[config.mk]
export PLATFORM = sky130hd
export DESIGN_NAME = port_b_read_arbiter_flat
export DESIGN_NICKNAME = d
export VERILOG_FILES = /design/src/rtl/port_b_pkg.sv /design/src/rtl/port_b_read_arbiter_if.sv /design/src/rtl/read_tag_pipe.sv /design/src/rtl/port_b_read_arbiter.sv /design/src/flat_wrapper.sv
export SDC_FILE = /design/constraint.sdc
export NUM_CORES = 1
export LEC_CHECK = 0
export CAP_MARGIN = 30
export CORE_ASPECT_RATIO = 0.5
export CORE_MARGIN = 2
export CORE_UTILIZATION = 33
export CTS_BUF_LIST = sky130_fd_sc_hd__clkbuf_2
export CTS_CLUSTER_SIZE = 14
export DETAILED_ROUTE_END_ITERATION = 10
export GPL_ROUTABILITY_DRIVEN = 0
export PLACE_DENSITY = 0.88
export SETUP_SLACK_MARGIN = 0.5
export SLEW_MARGIN = 30
export SYNTH_ARGS = -nofsm -noshare
export SYNTH_HDL_FRONTEND = slang
export SYNTH_SLANG_ARGS = --single-unit
export TNS_END_PERCENT = 1
[constraint.sdc]
create_clock -name clk -period 3.8 [get_ports clk]
set_input_delay 0.95 -clock clk [delete_from_list [all_inputs] [get_ports clk]]
set_output_delay 0.95 -clock clk [all_outputs]
set_load 0.01 [all_outputs]
[src/rtl/port_b_pkg.sv]
// Shared types and constants for the port-B read path: requester ownership,
// arbiter states, and the return tag that travels alongside each issued read.
package port_b_pkg;

    typedef enum logic {
        OWN_DISP = 1'b0,
        OWN_AUX  = 1'b1
    } owner_t;

    typedef enum logic [1:0] {
        RUN,
        DRAIN,
        HALTED
    } arb_state_t;

    typedef struct packed {
        logic   valid;
        owner_t owner;
        logic   err;
    } tag_t;

    // Unified address map boundaries, also used by the memory stage range decode.
    localparam int IMG_ROM_WORDS = 90000;
    localparam int RAM_BASE      = 90000;

endpackage

[src/rtl/port_b_read_arbiter_if.sv]
// Requester, memory-port and flush handshake signals of the port-B read arbiter.
// slave is the arbiter's view; master is the requesters/memory side.
interface port_b_read_arbiter_if #(
    parameter int ADDR_W = 17,
    parameter int DATA_W = 24
);
    logic              disp_req;
    logic [ADDR_W-1:0] disp_addr;
    logic              disp_gnt;
    logic              disp_rvalid;
    logic              aux_req;
    logic [ADDR_W-1:0] aux_addr;
    logic              aux_gnt;
    logic              aux_rvalid;
    logic              aux_err;
    logic [DATA_W-1:0] rdata;
    logic [ADDR_W-1:0] mem_address_b;
    logic [DATA_W-1:0] mem_read_data_b;
    logic              flush;
    logic              flush_done;

    modport slave (
        input  disp_req, disp_addr, aux_req, aux_addr, mem_read_data_b, flush,
        output disp_gnt, disp_rvalid, aux_gnt, aux_rvalid, aux_err, rdata,
               mem_address_b, flush_done
    );

    modport master (
        output disp_req, disp_addr, aux_req, aux_addr, mem_read_data_b, flush,
        input  disp_gnt, disp_rvalid, aux_gnt, aux_rvalid, aux_err, rdata,
               mem_address_b, flush_done
    );
endinterface

[src/rtl/read_tag_pipe.sv]
// Fixed-depth shift register carrying {valid, owner, err} for each issued read,
// so the tag emerges exactly when the memory returns the matching data.
module read_tag_pipe
    import port_b_pkg::*;
#(
    parameter int DEPTH = 2
) (
    input  logic clk,
    input  logic reset,
    input  tag_t tag_in,
    output tag_t tag_out
);

    tag_t stage [DEPTH];

    always_ff @(posedge clk or negedge reset) begin
        if (!reset) begin
            for (int i = 0; i < DEPTH; i++) begin
                stage[i] <= '0;
            end
        end else begin
            stage[0] <= tag_in;
            for (int i = 1; i < DEPTH; i++) begin
                stage[i] <= stage[i-1];
            end
        end
    end

    assign tag_out = stage[DEPTH-1];

endmodule

[src/rtl/port_b_read_arbiter.sv]
// Shares memory port B between display scanout and an aux reader: fixed display
// priority with an aux starvation guard, tagged return routing and flush/halt.
module port_b_read_arbiter
    import port_b_pkg::*;
#(
    parameter int ADDR_W       = 17,
    parameter int DATA_W       = 24,
    parameter int READ_LATENCY = 2,
    parameter int MAX_STARVE   = 4,
    parameter int ADDR_LIMIT   = 131071
) (
    input logic                  clk,
    input logic                  reset,
    port_b_read_arbiter_if.slave bus
);

    localparam int SW  = $clog2(MAX_STARVE + 1);
    localparam int IW  = $clog2(READ_LATENCY + 1);
    localparam int AW1 = ADDR_W + 1;
    localparam logic [SW-1:0]  STARVE_MAX = SW'(MAX_STARVE);
    localparam logic [AW1-1:0] LIMIT_EXT  = AW1'(ADDR_LIMIT);

    arb_state_t    state;
    logic          flush_done_q;
    logic [SW-1:0] starve_cnt;
    logic [IW-1:0] in_flight;
    logic [IW-1:0] in_flight_next;
    logic          grant_en;
    logic          disp_win;
    logic          aux_win;
    logic          aux_oob;
    logic          ret_any;
    tag_t          new_tag;
    tag_t          out_tag;

    // Grants are gated by reset so every output reads 0 while reset is held.
    always_comb begin
        grant_en = reset && (state == RUN) && !bus.flush;
        aux_win  = grant_en && bus.aux_req &&
                   (!bus.disp_req || (starve_cnt == STARVE_MAX));
        disp_win = grant_en && bus.disp_req && !aux_win;
        aux_oob  = {1'b0, bus.aux_addr} > LIMIT_EXT;

        bus.mem_address_b = '0;
        if (disp_win) begin
            bus.mem_address_b = bus.disp_addr;
        end else if (aux_win && !aux_oob) begin
            bus.mem_address_b = bus.aux_addr;
        end

        new_tag.valid = disp_win || aux_win;
        new_tag.owner = aux_win ? OWN_AUX : OWN_DISP;
        new_tag.err   = aux_win && aux_oob;
    end

    read_tag_pipe #(
        .DEPTH (READ_LATENCY)
    ) u_tags (
        .clk     (clk),
        .reset   (reset),
        .tag_in  (new_tag),
        .tag_out (out_tag)
    );

    assign ret_any         = out_tag.valid;
    assign bus.disp_gnt    = disp_win;
    assign bus.aux_gnt     = aux_win;
    assign bus.disp_rvalid = out_tag.valid && (out_tag.owner == OWN_DISP);
    assign bus.aux_rvalid  = out_tag.valid && (out_tag.owner == OWN_AUX);
    assign bus.aux_err     = bus.aux_rvalid && out_tag.err;
    assign bus.rdata       = (ret_any && !out_tag.err) ? bus.mem_read_data_b : DATA_W'(0);
    assign bus.flush_done  = flush_done_q;

    always_comb begin
        case ({new_tag.valid, ret_any})
            2'b10:   in_flight_next = in_flight + IW'(1);
            2'b01:   in_flight_next = in_flight - IW'(1);
            default: in_flight_next = in_flight;
        endcase
    end

    always_ff @(posedge clk or negedge reset) begin
        if (!reset) begin
            starve_cnt <= '0;
            in_flight  <= '0;
        end else begin
            in_flight <= in_flight_next;
            if (bus.aux_req && !aux_win) begin
                if (starve_cnt != STARVE_MAX) begin
                    starve_cnt <= starve_cnt + SW'(1);
                end
            end else begin
                starve_cnt <= '0;
            end
        end
    end

    // Leaving DRAIN looks at the post-retire count so HALTED follows the last rvalid directly.
    always_ff @(posedge clk or negedge reset) begin
        if (!reset) begin
            state        <= RUN;
            flush_done_q <= 1'b0;
        end else begin
            case (state)
                RUN: begin
                    if (bus.flush) begin
                        state <= DRAIN;
                    end
                end
                DRAIN: begin
                    if (in_flight_next == '0) begin
                        if (bus.flush) begin
                            state        <= HALTED;
                            flush_done_q <= 1'b1;
                        end else begin
                            state <= RUN;
                        end
                    end
                end
                HALTED: begin
                    if (!bus.flush) begin
                        state        <= RUN;
                        flush_done_q <= 1'b0;
                    end
                end
                default: begin
                    state        <= RUN;
                    flush_done_q <= 1'b0;
                end
            endcase
        end
    end

endmodule

[src/flat_wrapper.sv]
// flat-port wrapper written by rule: the top's interface ports become plain ports
module port_b_read_arbiter_flat import port_b_pkg::*;
#(
    parameter int ADDR_W       = 17,
    parameter int DATA_W       = 24,
    parameter int READ_LATENCY = 2,
    parameter int MAX_STARVE   = 4,
    parameter int ADDR_LIMIT   = 131071
)
  (clk, reset, bus_disp_req, bus_disp_addr, bus_aux_req, bus_aux_addr, bus_mem_read_data_b, bus_flush, bus_disp_gnt, bus_disp_rvalid, bus_aux_gnt, bus_aux_rvalid, bus_aux_err, bus_rdata, bus_mem_address_b, bus_flush_done);
  port_b_read_arbiter_if #(.ADDR_W(ADDR_W), .DATA_W(DATA_W)) bus_i ();
  input logic clk;
  input logic reset;
  input wire logic [$bits(bus_i.disp_req)-1:0] bus_disp_req;
  input wire logic [$bits(bus_i.disp_addr)-1:0] bus_disp_addr;
  input wire logic [$bits(bus_i.aux_req)-1:0] bus_aux_req;
  input wire logic [$bits(bus_i.aux_addr)-1:0] bus_aux_addr;
  input wire logic [$bits(bus_i.mem_read_data_b)-1:0] bus_mem_read_data_b;
  input wire logic [$bits(bus_i.flush)-1:0] bus_flush;
  output wire logic [$bits(bus_i.disp_gnt)-1:0] bus_disp_gnt;
  output wire logic [$bits(bus_i.disp_rvalid)-1:0] bus_disp_rvalid;
  output wire logic [$bits(bus_i.aux_gnt)-1:0] bus_aux_gnt;
  output wire logic [$bits(bus_i.aux_rvalid)-1:0] bus_aux_rvalid;
  output wire logic [$bits(bus_i.aux_err)-1:0] bus_aux_err;
  output wire logic [$bits(bus_i.rdata)-1:0] bus_rdata;
  output wire logic [$bits(bus_i.mem_address_b)-1:0] bus_mem_address_b;
  output wire logic [$bits(bus_i.flush_done)-1:0] bus_flush_done;
  assign bus_i.disp_req = bus_disp_req;
  assign bus_i.disp_addr = bus_disp_addr;
  assign bus_i.aux_req = bus_aux_req;
  assign bus_i.aux_addr = bus_aux_addr;
  assign bus_i.mem_read_data_b = bus_mem_read_data_b;
  assign bus_i.flush = bus_flush;
  assign bus_disp_gnt = bus_i.disp_gnt;
  assign bus_disp_rvalid = bus_i.disp_rvalid;
  assign bus_aux_gnt = bus_i.aux_gnt;
  assign bus_aux_rvalid = bus_i.aux_rvalid;
  assign bus_aux_err = bus_i.aux_err;
  assign bus_rdata = bus_i.rdata;
  assign bus_mem_address_b = bus_i.mem_address_b;
  assign bus_flush_done = bus_i.flush_done;
  port_b_read_arbiter #(.ADDR_W(ADDR_W), .DATA_W(DATA_W), .READ_LATENCY(READ_LATENCY), .MAX_STARVE(MAX_STARVE), .ADDR_LIMIT(ADDR_LIMIT)) u_core (.clk(clk), .reset(reset), .bus(bus_i));
endmodule
==> impl_metrics.ini, run 1 <==
[clock_network]
clk_latency_ns = 0.27
root_buffer = clkbuf_2
clk_pin_slew_worst_paths_ns = 0.12
cts_buffer_depth = 2
cts-buffers-inserted = 3
htreeDepth = 1
cts_tree = yes
cts.sinks = 12

[synthesis]
synth_top_flop_cell = dfrtp_1
postSynthAreaPerCell_um2 = 7.450
yosysWarnings = 0
synth_top_area_share_pct = 26.34
yosys.area.top_type = dfrtp_1
synth_cell_type_count = 30
synth-edff-count = 0
async_flop_share_pct = 100.0
synthTopCellsByCount = and2_1, nand3_1, nand4_1
yosys_register_bits = 12
syn-num-nets = 219
synthCells = 153
yosysMostFrequentCell = and2_1
synthesis.area_mm2 = 0.001140
ys_seq_area_share_pct = 26.34
synthTopCellsByArea = dfrtp_1, and2_1, nand3_1, nand4_1, o21ai_0

[global_routing]
busiest_layer = met2
use_met1_pct = 22.05
met2_usage_pct = 40.76
grt_pass1_vias = 1419
grt_pass1_wl_um = 6368
met3_usage_pct = 6.703
antenna_found_initial = 0
grt_max_degree = 28
overflow = 0
grtUsageTotal_pct = 20.67

[detailed_routing]
drt-initial-drc-count = 60
vias = 1590
drt_wl_total_um = 4286
wire_per_inst_um = 14.01
via_per_inst = 5.196
dr.pass1.iters = 4
drcViolationCount = 0
ant_nets = 0

[floorplan]
io_pins = 110
die_area_mm2 = 0.003969
core-area_mm2 = 0.003378
std_cell_rows = 15
die_height_um = 45.56
start_util_pct = 33.74
die_x_um = 87.12

[cells_and_area]
n_antenna_cell = 0
final_cells = 306
areaGrowthSynthToFinish_pct = 101.0
drive_gt1_share_pct = 13.64
fin_nets = 331

[critical_path]
crit_slowest_cell = clkdlybuf4s50_1
path_class = input port to output pin
cp_num_cells = 5
crit_path_max_fanout = 18
cp.required_ns = 2.85
end_kind = output pin
cp_num_buf_inv = 2
cp-start-kind = input port
worstPathCellList = clkdlybuf4s50_1 -> a21bo_1 -> and2_4 -> o21ai_0 -> clkdlybuf4s15_2
arrival_ns = 2.36
rr_worst_depth = 9
slowest_delay_ns = 0.48
crit_family = buffers and inverters

[sta]
hold_ws_ns = 0.3678
timing.fmax_mhz = 302.3
layout_min_cycle_time_ns = 3.308
fin_tns_setup_ns = 0
finalSetupViolations = 0
worst_pin_slew_ns = 0.5593
setup_ws_ns = 0.4922
finalHoldViolCount = 0
skew_ns = 0.002909
rsz0062_at_grt = true
drv_slew = 0
period_share_pct = 87.05
relSlewSlack_pct = 62.72

[power]
p_leak_nw = 0.9701
ir_drop_mv = 0.1200
internal-power_mw = 0.4045
fin_total_pwr_mw = 0.6537
power_frac_comb_pct = 57.3
power_frac_seq_pct = 32.6
p_clk_share_pct = 10.1
swShare_pct = 38.12
p_sw_mw = 0.2492
powerDensity_mw_per_mm2 = 285.3

[run_status]
status = finished, final reports clean

[hold_path]
hp-class = flop to flop
holdPathStages = 0

[placed_design]
port-buffer-count = 108
dp.cells = 293
hpwl_um = 3091
dp_slack_ns = 0.02106

[job]
drv_cap = 0
## cell usage in the layout, fill, tap and decap left out, types with 2 or more instances in the layout
cell / netlist / final
buf_4: 2 / 12
ha_1: 3 / 3
buf_2: 2 / 12
dlygate4sd2_1: 0 / 4
nor2_1: 5 / 5
nand2_1: 5 / 5
nand4_1: 17 / 17
and2_1: 26 / 25
clkdlybuf4s15_2: 0 / 3
nand4b_1: 2 / 2
dfrtp_1: 12 / 12
xnor2_1: 2 / 2
nand3_1: 22 / 22
clkdlybuf4s50_1: 0 / 87
a21oi_1: 2 / 2
clkbuf_2: 0 / 4
nor2b_1: 2 / 2
xor2_1: 2 / 2
o21ai_1: 9 / 11
o32ai_1: 2 / 2
inv_1: 4 / 4
and3_1: 2 / 2
o21ai_0: 11 / 9
## per-layer routing
layer | share of wire, % | up-vias
li1 | - | 767
met1 | 39 | 749
met2 | 51 | 72
met3 | 9.1 | 2
met4 | 0.21 | 0
met5 | 0 | -
## through the flow
step	instance area, µm²	utilization [%]
2_1_floorplan	1140	-
3_5_place_dp	2247	66.52
4_1_cts	2291	67.81
3_3_place_gp	2247	66.52
6_report	2291	67.81
5_1_grt	2291	67.81
## cell families (layout without fill, tap and decap cells)
| group | after synthesis | after routing | share of synthesized area, % |
|---|---|---|---|
| buffers and inverters | 20 | 131 | 9.439 |
| xor gates and xnor gates | 4 | 4 | 3.074 |
| adders and majority gates | 3 | 3 | 3.293 |
| DFF | 12 | 12 | 26.34 |
| and+or+nand+nor | 87 | 87 | 44.90 |
| AOI/OAI and AO/OA | 26 | 26 | 12.62 |
| other | 1 | 1 | 0.3290 |
## what timing repair did
action / in CTS / in global routing
gates cloned: 1 / 0
pin swaps: 1 / 1
buffers inserted: 7 / 1
hold buffers: 0 / 0
gates resized for setup: 70 / 3
endpoints found under the setup margin: 19 / 16
## layout make-up
class	count	area (µm²)
Clock inverter	1	3.754
Tap cell	42	52.55
Clock buffer	3	15.01
Sequential cell	12	300.3
Timing Repair Buffer	123	1161
Inverter	4	15.01
Fill cell	293	1087
Multi-Input combinational cell	121	743.2
## worst reg2reg max path, delay by kind of cell (launching register included)
kind | cells | cell delay (ns)
buffers and inverters | 4 | 0.53
AND/OR/NAND/NOR | 3 | 0.69
flip-flops | 1 | 0.49
AO/OA/AOI/OAI | 1 | 0.13
adder cells (fa/ha/maj) | 1 | 0.40
## power by group through the flow
stage / registers [mW] / clock network (mW) / logic [mW]
after floorplan: 0.201 / 0 / 0.179
after global placement: 0.213 / 0 / 0.336
after detailed placement: 0.215 / 0 / 0.347
after CTS: 0.212 / 0.0658 / 0.373
after global routing: 0.221 / 0.0716 / 0.405
final: 0.213 / 0.0658 / 0.375
## state kept, by name, indices dropped and copies added (netlist names)
| signal | cells |
|---|---|
| u_core.bus.flush_done | 1 |
| u_core.in_flight | 2 |
| u_core.starve_cnt | 3 |
| u_core.state | 2 |
| u_core.u_tags.stage | 2 |
| u_core.u_tags.tag_out | 2 |
## final timing paths
path,start,end,slack [ns]
min in group asynchronous,reset,u_core.state[1],0.74
hold reg to reg,u_core.u_tags.stage[5],u_core.u_tags.tag_out[2],0.37
setup / recovery,bus_disp_req,bus_mem_address_b[16],0.49
setup reg to reg,u_core.state[0],u_core.state[0],1.48
max in group asynchronous,reset,u_core.starve_cnt[0],2.90
hold / removal,u_core.u_tags.stage[5],u_core.u_tags.tag_out[2],0.37
No activity file was read; power rests on OpenSTA's default activity.
==> inputs of run 2 (changes only) <==
Settings changed: CORE_UTILIZATION 33 to 28, PLACE_DENSITY 0.88 to 0.79.
Clock period 3.8 ns to 2.8 ns, I/O delays scaled along.
==> impl_metrics.ini, run 2 (same netlist as run 1, synthesis figures left out) <==
[run_status]
status = finished, final reports clean

[global_routing]
grt_pass1_wl_um = 6989
antenna_found_initial = 0
overflow = 0
grtUsageTotal_pct = 18.91
grt_max_degree = 28
grt_pass1_vias = 1518

[cells_and_area]
fin_util_pct = 61.67
drive_gt1_share_pct = 19.05
largest-register = u_core.starve_cnt
fin_nets = 340
n_antenna_cell = 0
fill_cells = 348
areaGrowthSynthToFinish_pct = 111.2
mostFrequentLayoutCells = clkdlybuf4s50_1, and2_1, nand3_1
final_common_cell = clkdlybuf4s50_1
largest_reg_flops = 3

[floorplan]
die_x_um = 94.23
io_pins = 110
std_cell_rows = 16
die_height_um = 49.12
start_util_pct = 29.20
die_area_mm2 = 0.004628
core-area_mm2 = 0.003904

[critical_path]
path_class = input port to output pin
crit_path_max_fanout = 7
timing.rr.end = u_core.state[0]
worstPathCellList = buf_8 -> nor4b_4 -> buf_4 -> clkbuf_16 -> buf_6 -> buf_6 -> nand4_1 -> o21ai_1 -> buf_2
crit_family = buffers and inverters
end_kind = output pin
crit_slowest_cell = nor4b_4
timing.rr.start = u_core.state[0]
ff2ff_setup_slack_ns = 0.55
crit_top_cell = buf_6
rr_worst_depth = 10
cp-start-kind = input port
arrival_ns = 1.86
cp.required_ns = 2.10
cp_num_buf_inv = 6
slowest_delay_ns = 0.27

[clock_network]
cts-buffers-inserted = 3
cts.sinks = 12
root_buffer = clkbuf_2
cts_buffer_depth = 2
cts_tree = yes
clk_latency_ns = 0.28
clk_pin_slew_worst_paths_ns = 0.13
htreeDepth = 1
hold_buffers = 0

[sta]
finalHoldViolCount = 0
skew_ns = 0.0009622
finalSetupViolations = 0
period_share_pct = 91.54
setup_ws_ns = 0.2369
layout_min_cycle_time_ns = 2.563
drv_slew = 0
timing.fmax_mhz = 390.2
rsz0062_at_grt = true

[detailed_routing]
drcViolationCount = 0
via_per_inst = 4.927
wire_per_inst_um = 13.57
drt_wl_total_um = 4438
drt-initial-drc-count = 50
dr.pass1.iters = 5
ant_nets = 0
vias = 1611

[hold_path]
hp-class = input port to asynchronous set/reset pin

[power]
powerDensity_mw_per_mm2 = 389.9
p_sw_mw = 0.3571
swShare_pct = 38.04
p_leak_nw = 1.031
ir_drop_mv = 0.1746
power_frac_comb_pct = 58.8
internal-power_mw = 0.5816
p_clk_share_pct = 10.3
power_frac_seq_pct = 30.9

[job]
drv_cap = 0

[placed_design]
dp_slack_ns = -0.4593
port-buffer-count = 108
hpwl_um = 3060
[run 2: final cells by class]
cell class / instances / area [µm²] / share of cell area [%]
clock inverter: 1 / 3.754 / 0.1559
clock buffer: 3 / 15.01 / 0.6237
sequential: 12 / 302.8 / 12.58
tap: 54 / 67.56 / 2.807
inverter: 4 / 15.01 / 0.6237
timing repair buffer: 131 / 1241 / 51.56
multi-input combinational: 122 / 762.0 / 31.65
[run 2: routing by layer]
layer | up-vias | track usage (%) | part of all wire, %
li1 | 788 | - | -
met1 | 744 | 22.76 | 41
met2 | 77 | 35.24 | 51
met3 | 2 | 3.709 | 8.1
met4 | 0 | 3.623 | 0.70
met5 | - | 0 | 0
[run 2: timing repair]
item                                    CTS  global route
setup buffers                            10             3
cloned                                    4             0
pin swaps                                 3             2
endpoints found under the setup margin   50            49
gates resized for setup                 100             5
[run 2: metrics by stage]
stage | TNS, ns | cells | hold slack [ns] | cell area [µm²] | power, mW
floorplan | 0 | 153 | 0.3312 | 1140 | 0.5167
global placement | -7.306 | 306 | 0.3322 | 2270 | 0.7509
detailed placement | -7.585 | 306 | 0.3379 | 2270 | 0.7697
CTS | 0 | 324 | 0.3616 | 2386 | 0.9168
global route | 0 | 327 | 0.3295 | 2407 | 1.005
finish | 0 | 327 | 0.3411 | 2407 | 0.9387
[run 2: power groups by stage]
stage	registers [mW]	clock network (mW)	logic [mW]
after CTS	0.293	0.0935	0.531
final	0.290	0.0967	0.552
after detailed placement	0.296	0	0.473
after global routing	0.302	0.107	0.597
after floorplan	0.273	0	0.243
after global placement	0.292	0	0.459
[run 2: worst max path at each step]
stage / startpoint / to / slack [ns] / cells past startpoint
6_report: bus_flush / bus_mem_address_b[5] / 0.24 / 9
5_1_grt: u_core.state[0] / bus_mem_address_b[5] / 0.14 / 8
4_1_cts: bus_flush / bus_mem_address_b[9] / 0.21 / 8
3_5_place_dp: bus_disp_req / bus_mem_address_b[0] / -0.46 / 5
3_3_place_gp: bus_disp_req / bus_mem_address_b[12] / -0.42 / 5
2_1_floorplan: bus_disp_req / bus_mem_address_b[10] / 0.46 / 6
==> patch 1, RTL diff (config.mk and constraints of run 2) <==
`READ_LATENCY` is set to 2 in 2 places; all go to 4.
--- a/src/rtl/port_b_read_arbiter.sv
+++ b/src/rtl/port_b_read_arbiter.sv
@@ -5,7 +5,7 @@
 #(
     parameter int ADDR_W       = 17,
     parameter int DATA_W       = 24,
-    parameter int READ_LATENCY = 2,
+    parameter int READ_LATENCY = 4,
     parameter int MAX_STARVE   = 4,
     parameter int ADDR_LIMIT   = 131071
 ) (
--- a/src/flat_wrapper.sv
+++ b/src/flat_wrapper.sv
@@ -3,7 +3,7 @@
 #(
     parameter int ADDR_W       = 17,
     parameter int DATA_W       = 24,
-    parameter int READ_LATENCY = 2,
+    parameter int READ_LATENCY = 4,
     parameter int MAX_STARVE   = 4,
     parameter int ADDR_LIMIT   = 131071
 )
Function: changed (a bounded check fails within 4 cycles, from zero or initial values and one cycle with reset low).
==> patch 1 against run 2 <==
- global-route usage decreased by 1.3 points
- wire length increased by 3.1%
- via count shrank 3.5%
- count of clock-buffer cells in the layout unchanged
- first-iteration DRC count down 44%
- largest cell class unchanged
- sequential cell count increased by 5
- clock power up 12%
- cell area rose by 6.6%
- synthesized area up 12%
- total power increased by 15%
- worst setup slack got worse by 0.053 ns
- largest power group unchanged
==> patch 1: results (changes against run 2) <==
[power]
peakVddDrop_v=0.000178  ; +1.9%
pwr-share-seq=0.339  ; +0.030
p_leak_nw=1.16  ; +13%
finalPower_w=0.00108  ; +15%
powerComb_w=0.000604  ; +9.4%
p_sw_w=0.000398  ; +12%

[logic_synthesis]
syn_avg_cell_area_um2=8.49  ; +14%
syn_nets=217  ; -0.91%
synthTopCellsByCount=and2_1, inv_1, dfrtp_1, o2111ai_1, o21ai_1
synth_area_leaders=dfrtp_1, and2_1, o2111ai_1
netlist-cell-type-count=33  ; +10%
yosysSeqAreaShare=0.334  ; +0.0705

[global_routing]
grt_use_total=0.176  ; -0.0133
grt_pass1_wl_um=7140  ; +2.2%
grt_pass1_vias=1497  ; -1.4%

[final_layout]
nFillCells=392  ; +13%
largest-register=u_core.u_tags.stage
n_antenna_cell=0  ; unchanged
fin_nets=339  ; -0.29%
drive_gt1_frac=0.236  ; +0.0457
final_cell_area_um2=2570  ; +6.6%

[place]
dp_hpwl_um=3310  ; +8.3%
placed_area_um2=2470  ; +8.9%
dpl.cell_count=313  ; +2.3%

[drt]
wl_met3_um=309  ; -14%
wl_met1_um=1890  ; +4.7%
dr_total_vias=1554  ; -3.5%
firstDrtPassIters=4  ; -1
wl_met2_um=2320  ; +3.4%
drt_wl_total_um=4580  ; +3.1%

[sta]
worst_clock_skew_ns=0.00813  ; +0.00717 ns
timing.hold.ws_ns=0.344  ; +0.00320 ns
tns_ns=0  ; unchanged

[worst_setup_path]
reg2reg_depth=10  ; unchanged
worstPathArrival_ns=1.92  ; +0.06 ns
r2r_slack_ns=0.28  ; -0.27 ns

[outcome]
status=completed

[clock_tree]
clock_latency_ns=0.30  ; +0.02 ns
clkSlewWorstSetupHoldPaths_ns=0.16  ; +0.03 ns

## patch 1: changes by cell type after synthesis, sizes merged, moves of 3 or more
cell / before / now
inv: 4 / 24
nor2: 5 / 2
dfrtp: 12 / 17
nand3: 22 / 2
o2111ai: 0 / 17
nand2: 5 / 2
nand4: 17 / 0
## patch 1: how the worst max path moves through the flow
stage | start | end | slack (ns) | cells past startpoint
after floorplan | bus_flush | u_core.state[0] | 0.14 | 9
after global placement | bus_flush | u_core.state[1] | -0.47 | 10
after detailed placement | bus_flush | u_core.state[1] | -0.63 | 10
after CTS | u_core.state[1] | u_core.state[0] | 0.19 | 10
after global routing | bus_flush | bus_mem_address_b[1] | 0.1 | 8
final | bus_flush | bus_mem_address_b[1] | 0.18 | 8
## patch 1: cell type report
class,count,area share
timing repair buffer,130,0.456
multi-input combinational,96,0.306
sequential,17,0.166
inverter,24,0.0361
tap,57,0.0278
clock buffer,3,0.00585
clock inverter,1,0.00195
## patch 1: what timing repair did
| action | in CTS | in global routing |
|---|---|---|
| resized for setup | 71 | 24 |
| pin swaps | 8 | 4 |
| buffers inserted | 8 | 0 |
| hold endpoints to repair | 0 | 0 |
| endpoints found under the setup margin | 51 | 50 |
| gates cloned | 3 | 0 |
## patch 1: per-layer routing
| layer | global-route usage | vias up |
|---|---|---|
| li1 | - | 764 |
| met1 | 0.211 | 708 |
| met2 | 0.331 | 74 |
| met3 | 0.0363 | 8 |
| met4 | 0.0388 | 0 |
| met5 | 0 | - |
## patch 1: cells by family after synthesis
family          count (synthesis)  share of synthesized area
compound gates                 44                      0.251
simple gates                   43                      0.218
buf+inv                        37                      0.119
flops                          17                      0.334
fa+ha+maj                       4                     0.0452
xor+xnor                        3                     0.0206
other cells                     1                    0.00294
mux                             1                    0.00884
==> patch 2, RTL diff (flow settings as in run 2) <==
Made on the original files. Encoding of `arb_state_t`: now one-hot (3 bits for 3 states).
--- a/src/rtl/port_b_pkg.sv
+++ b/src/rtl/port_b_pkg.sv
@@ -7,10 +7,10 @@
         OWN_AUX  = 1'b1
     } owner_t;
 
-    typedef enum logic [1:0] {
-        RUN,
-        DRAIN,
-        HALTED
+    typedef enum logic [2:0] {
+        RUN    = 3'b001,
+        DRAIN  = 3'b010,
+        HALTED = 3'b100
     } arb_state_t;
 
     typedef struct packed {
Check against the original RTL: same outputs for any inputs over 10 cycles, from zero or initial values and one cycle with reset low; not proved beyond that.
==> patch 2 against run 2 <==
- critical path depth fell by 1
- worst hold slack got worse by 0.061 ns
- wire length rose by 14%
- largest power group unchanged
- die area rose by 18%
- cell area rose by 13%
- register-to-register slack got worse by 0.10 ns
- cell count rose by 3.4%
- total power rose by 17%
- clock power rose by 9%
- worst setup slack got worse by 0.051 ns
- sequential cell count rose by 1
- sequential share of layout area fell by 0.62 points
- synthesized area rose by 19%
==> patch 2: results (changes against run 2) <==
[outcome]
status=completed

[final_layout]
drive_gt1_frac=0.287  ; +0.0963
nFillCells=371  ; +6.6%
n_antenna_cell=0  ; unchanged
fin_nets=339  ; -0.29%

[drt]
firstDrtPassIters=4  ; -1
dr_total_vias=1541  ; -4.3%
drt_wl_total_um=5080  ; +14%
viasPerCell=4.56  ; -7.5%
drtIter0Drc=100  ; +100%

[worst_setup_path]
critPathMaxFanout=5  ; -2
worstPathArrival_ns=1.91  ; +0.05 ns
r2r_slack_ns=0.45  ; -0.10 ns

[power]
intPower_w=0.000689  ; +18%
p_leak_nw=1.33  ; +29%
peakVddDrop_v=0.000207  ; +19%

[global_routing]
antenna_found_initial=0  ; unchanged
grt_pass1_wl_um=7670  ; +9.8%
grt_pass1_vias=1597  ; +5.2%
grt_use_total=0.185  ; -0.00453
grt_max_degree=28  ; unchanged

[clock_tree]
cts.root.buffer_cell=clkbuf_2
clkSlewWorstSetupHoldPaths_ns=0.15  ; +0.02 ns
htreeDepth=1  ; unchanged

[logic_synthesis]
synth_ff_type=dfrtp_1
netlist-cell-type-count=41  ; +37%
syn_avg_cell_area_um2=9.54  ; +28%
yosysSeqAreaShare=0.241  ; -0.0224
yosys.area.top_type_share=0.222  ; -0.0418
synth_area_leaders=dfrtp_1, mux2_4, and2_1
async_reset_ff_frac=1.00  ; unchanged
yosys_warnings=0  ; unchanged
synthTopCellsByCount=and2_1, and3_1, mux2_4, dfrtp_1, inv_1
syn_nets=208  ; -5.0%

[place]
dp_hpwl_um=4030  ; +32%
dpl.cell_count=325  ; +6.2%
pre_cts_slack_ns=-0.605  ; -0.145 ns

[sta]
relSlewSlack=0.587
worst_clock_skew_ns=0.00871  ; +0.00775 ns
min_period_ns=2.61  ; +0.0509 ns

## patch 2: cell families after synthesis
group | count (synthesis) | synth area share
AO/OA/AOI/OAI | 15 | 0.0831
XOR/XNOR | 5 | 0.0323
multiplexers | 17 | 0.188
flip-flops | 13 | 0.241
buffers and inverters | 17 | 0.0739
AND/OR/NAND/NOR | 71 | 0.351
adder cells (fa/ha/maj) | 3 | 0.0277
other | 1 | 0.00277
## patch 2: worst max-delay path, stage by stage, from the launching register on
cell      delay, ns
dfrtp_1        0.40
inv_2          0.06
ha_4           0.16
a21boi_2       0.13
nand4b_1       0.14
buf_6          0.17
buf_12         0.13
mux2_4         0.31
buf_6          0.13
## patch 2: path summary, 6_finish.rpt
path	start	depth (start not counted)	end
setup reg to reg	u_core.state[1]	7	u_core.state[2]
hold / removal	reset	2	u_core.state[2]
min in group clk	u_core.u_tags.stage[4]	0	u_core.u_tags.tag_out[1]
setup / recovery	u_core.starve_cnt[0]	8	bus_mem_address_b[9]
hold reg to reg	u_core.u_tags.stage[4]	0	u_core.u_tags.tag_out[1]
max in group asynchronous	reset	2	u_core.state[0]
## patch 2: area by class of cell
class,count,area share
multi-input combinational,112,0.346
sequential,13,0.120
clock inverter,1,0.00183
inverter,7,0.00962
tap,66,0.0302
timing repair buffer,136,0.487
clock buffer,3,0.00550
## patch 2: power by group through the flow
stage / clock network (W) / registers (W) / logic [W]
after floorplan: 0 / 0.000280 / 0.000336
after global placement: 0 / 0.000309 / 0.000612
after detailed placement: 0 / 0.000314 / 0.000634
after CTS: 0.000108 / 0.000302 / 0.000690
after global routing: 0.000116 / 0.000310 / 0.000752
final: 0.000105 / 0.000303 / 0.000694
## patch 2: metrics by stage
step	hold WS (ns)	cell area, um2	utilization	TNS [ns]
after floorplan	0.331	1360	-	0
after global placement	0.332	2600	0.574	-9.80
after detailed placement	0.336	2600	0.574	-11.66
after CTS	0.270	2730	0.603	0
after global routing	0.268	2730	0.603	0
final	0.280	2730	0.603	0
## patch 2: routing by layer
metal  track usage  vias up  share of wire  wire, um
met5             0        -              0         0
li1              -      762              -         -
met1         0.193      734           0.38      1920
met3        0.0264        4          0.046       232
met2         0.398       41           0.57      2900
met4        0.0311        0         0.0057        29
## patch 2: what timing repair did
action	in CTS	in global routing
cloned	3	0
setup endpoints to repair	50	49
gates resized for setup	108	0
buffers inserted	6	0
pin swaps	4	0
